**src/rtl/mem_stall_ctrl.sv**
```systemverilog
// MEM-stage data-memory handshake controller: issues one request per load/store and stalls the pipeline until it completes.
// Optional request timeout abort is enabled by defining MEM_TIMEOUT_EN.
module mem_stall_ctrl #(
    parameter int unsigned TIMEOUT_CYCLES = 255
) (
    input  logic        clk,
    input  logic        rst_n,
    input  logic        memread_ex_mem,
    input  logic        memwrite_ex_mem,
    input  logic [31:0] addr_ex_mem,
    input  logic [31:0] wdata_ex_mem,
    output logic        dmem_req,
    output logic        dmem_we,
    output logic [31:0] dmem_addr,
    output logic [31:0] dmem_wdata,
    input  logic        dmem_ack,
    input  logic [31:0] dmem_rdata,
    output logic [31:0] rdata_mem_wb,
    output logic        mem_busy,
    output logic        mem_done,
    output logic        mem_err
);

    typedef enum logic [1:0] {IDLE, REQ, WAIT, DONE} state_t;

    state_t state, state_nxt;
    logic   op_present;
    logic   in_request;
    logic   timeout_hit;

    assign op_present = memread_ex_mem | memwrite_ex_mem;
    assign in_request = (state == REQ) || (state == WAIT);

`ifdef MEM_TIMEOUT_EN
    logic [7:0] tmo_cnt;
    logic       err_q;

    // Counter holds the number of request cycles already spent, so the
    // TIMEOUT_CYCLES-th request cycle sees TIMEOUT_CYCLES-1.
    assign timeout_hit = in_request && (tmo_cnt == 8'(TIMEOUT_CYCLES - 1));

    always_ff @(posedge clk or negedge rst_n) begin
        if (!rst_n) begin
            tmo_cnt <= '0;
            err_q   <= 1'b0;
        end else begin
            if (state == IDLE && op_present)
                tmo_cnt <= '0;
            else if (in_request)
                tmo_cnt <= tmo_cnt + 8'd1;
            err_q <= timeout_hit && !dmem_ack;
        end
    end

    assign mem_err = err_q;
`else
    logic [7:0] unused_timeout;
    assign unused_timeout = 8'(TIMEOUT_CYCLES);
    assign timeout_hit    = 1'b0;
    assign mem_err        = 1'b0;
`endif

    always_ff @(posedge clk or negedge rst_n) begin
        if (!rst_n)
            state <= IDLE;
        else
            state <= state_nxt;
    end

    always_comb begin
        state_nxt = state;
        case (state)
            IDLE:      if (op_present) state_nxt = REQ;
            REQ, WAIT: begin
                if (dmem_ack || timeout_hit)
                    state_nxt = DONE;
                else
                    state_nxt = WAIT;
            end
            DONE:      state_nxt = IDLE;
            default:   state_nxt = IDLE;
        endcase
    end

    always_ff @(posedge clk or negedge rst_n) begin
        if (!rst_n) begin
            dmem_we      <= 1'b0;
            dmem_addr    <= '0;
            dmem_wdata   <= '0;
            rdata_mem_wb <= '0;
        end else begin
            if (state == IDLE && op_present) begin
                dmem_we    <= memwrite_ex_mem;
                dmem_addr  <= addr_ex_mem;
                dmem_wdata <= wdata_ex_mem;
            end
            if (in_request && dmem_ack) begin
                if (!dmem_we)
                    rdata_mem_wb <= dmem_rdata;
            end else if (timeout_hit) begin
                rdata_mem_wb <= '0;
            end
        end
    end

    assign dmem_req = in_request;
    assign mem_done = (state == DONE);
    assign mem_busy = in_request || (state == IDLE && op_present);

endmodule

```
**config.mk**
```make
export PLATFORM = sky130hd
export DESIGN_NAME = mem_stall_ctrl
export DESIGN_NICKNAME = d
export VERILOG_FILES = /design/src/rtl/mem_stall_ctrl.sv
export SDC_FILE = /design/constraint.sdc
export NUM_CORES = 1
export LEC_CHECK = 0
export CELL_PAD_IN_SITES_DETAIL_PLACEMENT = 0
export CELL_PAD_IN_SITES_GLOBAL_PLACEMENT = 1
export CORE_UTILIZATION = 45
export CTS_BUF_LIST = sky130_fd_sc_hd__clkbuf_8
export DETAILED_ROUTE_END_ITERATION = 7
export DONT_BUFFER_PORTS = 1
export PLACE_DENSITY = 0.84
export SYNTH_ARGS = -nofsm -noshare
export SYNTH_HDL_FRONTEND = slang
export SYNTH_SLANG_ARGS = --single-unit
```
**constraint.sdc**
```tcl
create_clock -name clk -period 1.5 [get_ports clk]
set_clock_uncertainty 0.05 [all_clocks]
set_input_delay 0.3 -clock clk [delete_from_list [all_inputs] [get_ports clk]]
set_output_delay 0.3 -clock clk [all_outputs]
set_load 0.1 [all_outputs]
```
# Yosys cells after proc, flatten, opt, wreduce, memory -nomap -nowiden

Cells that the tools add are included.

Equal/unequal tests: 4
Multiplexer cells: 3
Bitwise gates (word level): 2
Reduce and logical (&&, ||, !) cells: 7

Operators with widths:

| kind                                          | number |
|---|---|
| case mux 2 bit (3 select lines)               | 1 |
| == test 2 bit, second input constant          | 2 |
| == test 2 x 1 -> 1 bit, second input constant | 1 |
| logical AND 1 bit                             | 2 |
| zero test 2 bit                               | 1 |
| logical OR 1 bit                              | 2 |
| 2-to-1 mux 2 bit                              | 1 |
| inequality test 2 bit, second input constant  | 1 |
| AND reduction 2 bit                           | 1 |
| OR reduction 2 bit                            | 1 |
| 2-to-1 mux 1 bit                              | 1 |
| inverter 1 bit                                | 1 |
| bitwise OR 1 bit                              | 1 |

Flip-flop bits (word level): 99
Bits of input ports: 101
Output and inout bits: 101
Word-level logic and storage cells: 21

# Longest topological paths before layout

Gate-level depths: netlist of the first run.

Word-level depth: 4
Depth in mapped cells: 6
Mapped depth without buffers: 4

# Worst setup path before layout of the first run

No wires, ideal clock.

Path type: reg2out
From: register state[0]
To: output port mem_busy
Data arrival time: 2.169 ns
Data required time: 1.150 ns
Slack: -1.019 ns
Stages on the path, launching flop included: 4
Path buffers: 0
Cells stage by stage: dfrtp_1 inv_1 ha_1 nand2b_1

Word-level cells in the longest chain between the ends: 3
Elaborated cells between the ends (all ways): 6
Those cells by class: eq/ne: 2; reduce/logical: 4

RTL lines:

| element                                                 | line | text |
|---|---|---|
| start, declared                                         | 26   | `state_t state, state_nxt;` |
| start signal, assigned                                  | 67   | `state <= state_nxt;` |
| == test 2 x 1 -> 1 bit or == test 2 bit (tied branches) | 32   | `assign in_request = (state == REQ) \|\| (state == WAIT);` |
| logical OR 1 bit *                                      | 32   |  |
| via dmem_req                                            | 12   | `output logic dmem_req,` |
| logical OR 1 bit *                                      | 108  | `assign mem_busy = in_request \|\| (state == IDLE && op_present);` |
| end, declared                                           | 19   | `output logic mem_busy,` |

The timed path passes the listed nets; every way through them passes the cells marked *.

# Final worst setup path of the first run

From: register state[0]
To: output port mem_busy

Word-level cells in the longest chain between the ends: 3
Elaborated cells between the ends (all ways): 6
Those cells by class: eq/ne: 2; reduce/logical: 4

RTL lines:

| element                                               | line |
|---|---|
| == test 2 x 1 -> 1 bit (tied with other cells)        | 32 |
| logical OR 1 bit or logical AND 1 bit (tied branches) | 32, 108 |
| logical OR 1 bit *                                    | 108 |

Mark *: on every way between the ends. The rest lies on a longest branch, timed or not.

==> results of run 1 <==
[registers in the layout, indices dropped and copies added, names as in the netlist]
signal	count
dmem_addr	32
dmem_wdata	32
rdata_mem_wb	32
state	2
dmem_we	1
[Yosys cell counts]
master	number
dfrtp_1	99
mux2_2	59
mux2_4	39
buf_6	8
buf_2	2
ha_1	2
inv_1	2
nor2b_1	2
buf_4	1
conb_1	1
nand2b_1	1
nand3b_2	1
nand4bb_1	1
nor3b_1	1
o21ai_2	1
o31ai_1	1
[final cells by class]
type | instances | share of cell area [%]
clock inverters | 7 | 1.16
flip-flops and latches | 99 | 41.7
inverters | 2 | 0.126
clock buffers | 9 | 2.09
repair buffers | 126 | 26.2
multi-input cells | 109 | 26.5
well taps | 105 | 2.21
[critical path, delay by kind of cell, from the launching register on]
kind          cells  cell delay (ns)
flops             1             0.38
fa+ha+maj         1             0.27
buf+inv           2             0.14
simple gates      1             0.30
[stage by stage]
stage	TNS, ns	util [%]	hold slack, ns
after floorplan	-3.89	-	-0.0456
after global placement	0	62.8	-0.0435
after detailed placement	-0.0817	62.8	-0.0442
after CTS	-3.08	66.5	-0.439
after global routing	-13.62	71.2	-0.455
final	-8.52	71.2	-0.418
[timing repair]
item	CTS	global route
pin swaps	2	3
setup endpoints to repair	48	84
gates cloned	2	6
hold endpoints to repair	99	99
gates resized for setup	9	55
buffers inserted	3	8
[routing by layer]
| metal | vias up | share of wire, % |
|---|---|---|
| met5 | - | 0 |
| met2 | 125 | 54 |
| met1 | 1148 | 35 |
| li1 | 1017 | - |
| met4 | 0 | 2.6 |
| met3 | 18 | 8.6 |
[cell families (layout without fill, tap and decap cells)]
logic type,after synthesis,in the layout,synth area share [%]
other,1,1,0.0953
AO/OA/AOI/OAI,2,2,0.413
buffers and inverters,13,144,2.92
adder cells (fa/ha/maj),2,2,0.636
AND/OR/NAND/NOR,6,6,1.24
multiplexers,98,98,31.8
flip-flops,99,99,62.9
[how the worst min path moves through the flow]
stage	startpoint	end	slack [ns]	cells after the start
after CTS	rst_n	dmem_wdata[12]$_DFFE_PN0P_	-0.44	0
after detailed placement	rst_n	dmem_wdata[14]$_DFFE_PN0P_	-0.04	0
after floorplan	rst_n	dmem_addr[0]$_DFFE_PN0P_	-0.05	0
final	rst_n	dmem_addr[18]$_DFFE_PN0P_	-0.42	0
after global placement	rst_n	dmem_wdata[14]$_DFFE_PN0P_	-0.04	0
after global routing	rst_n	dmem_addr[18]$_DFFE_PN0P_	-0.45	0
==> impl_metrics.toml, run 1 <==
[status]
status = "finished, violations left"
violations = "hold timing, setup timing"

[setup_path]
crit_fanout = 3
cpPeakStageDelay_ns = 0.38
startpoint_type = "flop"
regToRegStartpoint = "state[0]$_DFFE_PN0P_"
critical_path_class = "flop to output port"
crit_chain = "inv_2 > ha_4 > buf_6 > nand2b_4"
slowest_stage = "dfrtp_1"
r2r_cells = 6
startpoint = "state[0]$_DFFE_PN0P_"
critPathCaptureType = "output port"
critPathRequiredTime_ns = 1.15
r2r_end = "rdata_mem_wb[29]$_DFFE_PN0P_"
r2r_setup_slack_ns = -0.14
arrival_ns = 1.44
crit_end = "mem_busy"

[die]
die_y_um = 95.5
core_area_mm2 = 0.00834
num_io_pins = 202
die_w_um = 95.5
start_util_pct = 47.2
rows = 33
die_area_mm2 = 0.00913

[timing]
fin_ws_ns = -0.292
setup_violations = 85
max_freq_ghz = 0.558
report.final.hold_viol_count = 99
post-route-period-util_pct = 119
period_needed_ns = 1.79
drv_slew = 0
whs_ns = -0.418
rsz0062_at_grt = "yes"

[global_route]
antenna_found_initial = 0
busiest_layer = "met2"
gr-usage-met2_pct = 31.6
grt_pass1_wl_um = 11900
met3_usage_pct = 6.62
grt_pass1_vias = 2414
grtUsageTotal_pct = 17.9
gr-usage-met1_pct = 18.9
grt_max_degree = 100
grt-ovfl-total = 0

[placement]
place_congestion = 0.753
dpl_cell_area_mm2 = 0.00524
dp_cells = 424
portBuffers = 0
dp_slack_ns = -0.0186
dp_hpwl_um = 5950

[synthesis]
synth_top_area_share_pct = 62.9
synth_nets = 324
synth_area_leaders = "dfrtp_1 (63%), mux2_2 (17%), mux2_4 (15%)"
syn_inst = 221
ys_types = 16
ys_ff_latch = 99
ys_warn_count = 0
synth_area_per_cell_um2 = 17.8
ys_seq_area_share_pct = 62.9
yosys.area.top_type = "dfrtp_1"
syn_area_mm2 = 0.00394

[clock_network]
cts_tree = "yes"
cts_max_path_buffers = 2
root_buffer = "clkbuf_8"
path_clk_slew_ns = 0.09
clock_latency_ns = 0.34
cts_sinks = 99
numCtsBuffers = 9
htreeDepth = 3

[final_layout]
regArea_mm2 = 0.00248
layout_common_cells = "dfrtp_1 (98), mux2_4 (85), buf_4 (75), buf_12 (36), mux2_2 (13)"
layout_commonest_cell = "dfrtp_1"
layout-drive-gt1-share_pct = 70.5
final_area_mm2 = 0.00594
fin_cells = 457
fillers = 542
area_growth_pct = 50.9
multi_input_area_mm2 = 0.00158
fin_nets = 450
antenna_cells = 0

[drt]
routedWlPerCell_um = 20.4
vias = 2308
viasPerCell = 5.05
dr.pass1.iters = 4
routed_wl_um = 9310
ant_nets = 0
drt-initial-drc-count = 58
drc = 0

[flow_run]
maxCapViolCount = 0

[hold_path]
hp-class = "input pin to async pin"
Power of run 1 is not shown: default switching activity piles up to over one toggle a cycle in this logic, so the estimate is an artifact.
==> run 2, diff against run 1 <==
CORE_MARGIN = 4   (was default)
==> run 2 against run 1 <==
The run still ends with hold timing, setup timing left. Sequential cell count unchanged. Critical endpoint unchanged. Global-route usage is 1.9 points higher. Routed wire length grew 12%. Die area rose by 13%. Maximum frequency up 3.7%. Critical path depth is 1 lower. Critical path type unchanged. Clock-buffer cell count grew 2. Largest cell class unchanged.
==> impl_metrics.toml, run 2 (synthesis gave the netlist of run 1 again) <==
[global_route]
grt_max_degree = 100
grt_pass1_vias = 2667
antenna_found_initial = 0
grt_pass1_wl_um = 15100
grtUsageTotal_pct = 19.8
grt-ovfl-total = 0

[drt]
drc = 0
routed_wl_um = 10400
dr.pass1.iters = 4
drt-initial-drc-count = 50
routedWlPerCell_um = 22.7
vias = 2327
viasPerCell = 5.06
ant_nets = 0

[final_layout]
area_growth_pct = 53.6
fillers = 545
final_util_pct = 72.1
reg_top3 = "dmem_addr (32), dmem_wdata (32), rdata_mem_wb (32)"
antenna_cells = 0
layout_commonest_cell = "dfrtp_1"
layout-drive-gt1-share_pct = 70.7
fin_nets = 453
layout_common_cells = "dfrtp_1 (98), mux2_4 (71), buf_4 (71), buf_12 (43), mux2_2 (27)"

[clock_network]
cts_max_path_buffers = 2
root_buffer = "clkbuf_8"
cts_tree = "yes"
numCtsBuffers = 9
path_clk_slew_ns = 0.09
cts_sinks = 99
htreeDepth = 3
clock_latency_ns = 0.34

[timing]
whs_ns = -0.413
fin_ws_ns = -0.229
final.setup.tns_ns = -6.73
drv_slew = 0
rsz0062_at_grt = "yes"
period_needed_ns = 1.73
report.final.hold_viol_count = 99
max_freq_ghz = 0.578
post-route-period-util_pct = 115
setup_violations = 83

[setup_path]
cp_top_family = "flip-flops"
critical_path_class = "flop to output port"
slowest_stage = "dfrtp_1"
path_buf_inv = 1
crit_fanout = 6
crit_chain = "inv_2 > ha_4 > nand2b_4"
critPathRequiredTime_ns = 1.15
arrival_ns = 1.38
critical_path_depth = 3
r2r_cells = 7
startpoint_type = "flop"
cpPeakStageDelay_ns = 0.37
critPathCaptureType = "output port"

[die]
rows = 33
core_area_mm2 = 0.00838
num_io_pins = 202
die_y_um = 102
start_util_pct = 47.0
die_w_um = 102
die_area_mm2 = 0.0103

[placement]
dp_hpwl_um = 7040
place_congestion = 0.731
portBuffers = 0

[hold_path]
hp-class = "input pin to async pin"

[status]
status = "finished, violations left"
violations = "hold timing, setup timing"

[flow_run]
maxCapViolCount = 0
-- run 2: through the flow --
stage	instances	hold slack (ns)	setup WS [ns]	instance area (um2)
global route	460	-0.452	-0.290	6050
finish	460	-0.413	-0.229	6050
floorplan	221	-0.0456	-0.122	3970
global placement	423	-0.0434	0.0313	5280
CTS	451	-0.434	-0.247	5810
detailed placement	423	-0.0435	-0.00205	5280
-- run 2: area by class of cell --
| type | count | area [um2] | share of cell area [%] |
|---|---|---|---|
| Inverter | 2 | 7.51 | 0.124 |
| Timing Repair Buffer | 129 | 1710 | 28.2 |
| Tap cell | 105 | 131 | 2.17 |
| Multi-Input combinational cell | 109 | 1520 | 25.1 |
| Clock buffer | 11 | 151 | 2.50 |
| Clock inverter | 5 | 52.6 | 0.869 |
| Sequential cell | 99 | 2480 | 41.0 |
-- run 2: layer usage --
layer / GRT usage [%] / vias up / part of all wire [%] / wire length (um)
met5: 0 / - / 0 / 0
met2: 36.9 / 116 / 57 / 5900
li1: - / 1024 / - / -
met4: 6.54 / 0 / 1.9 / 199
met1: 20.9 / 1171 / 34 / 3520
met3: 6.47 / 16 / 7.9 / 820
-- run 2: worst paths after layout --
path | from | end | slack (ns)
setup / recovery | state[0]$_DFFE_PN0P_ | mem_busy | -0.23
hold / removal | rst_n | dmem_addr[0]$_DFFE_PN0P_ | -0.41
setup reg to reg | state[0]$_DFFE_PN0P_ | rdata_mem_wb[6]$_DFFE_PN0P_ | -0.20
hold reg to reg | rdata_mem_wb[2]$_DFFE_PN0P_ | rdata_mem_wb[2]$_DFFE_PN0P_ | 0.53
min in group clk | wdata_ex_mem[19] | dmem_wdata[19]$_DFFE_PN0P_ | 0.03
max in group asynchronous | rst_n | rdata_mem_wb[14]$_DFFE_PN0P_ | 1.65
-- run 2: repair_timing --
item	CTS	global route
gates resized for setup	27	35
gates cloned	7	5
endpoints found under the setup margin	15	101
buffers inserted	5	9
pin swaps	2	3
hold endpoints to repair	99	99
Power of run 2 is left out for the same reason.
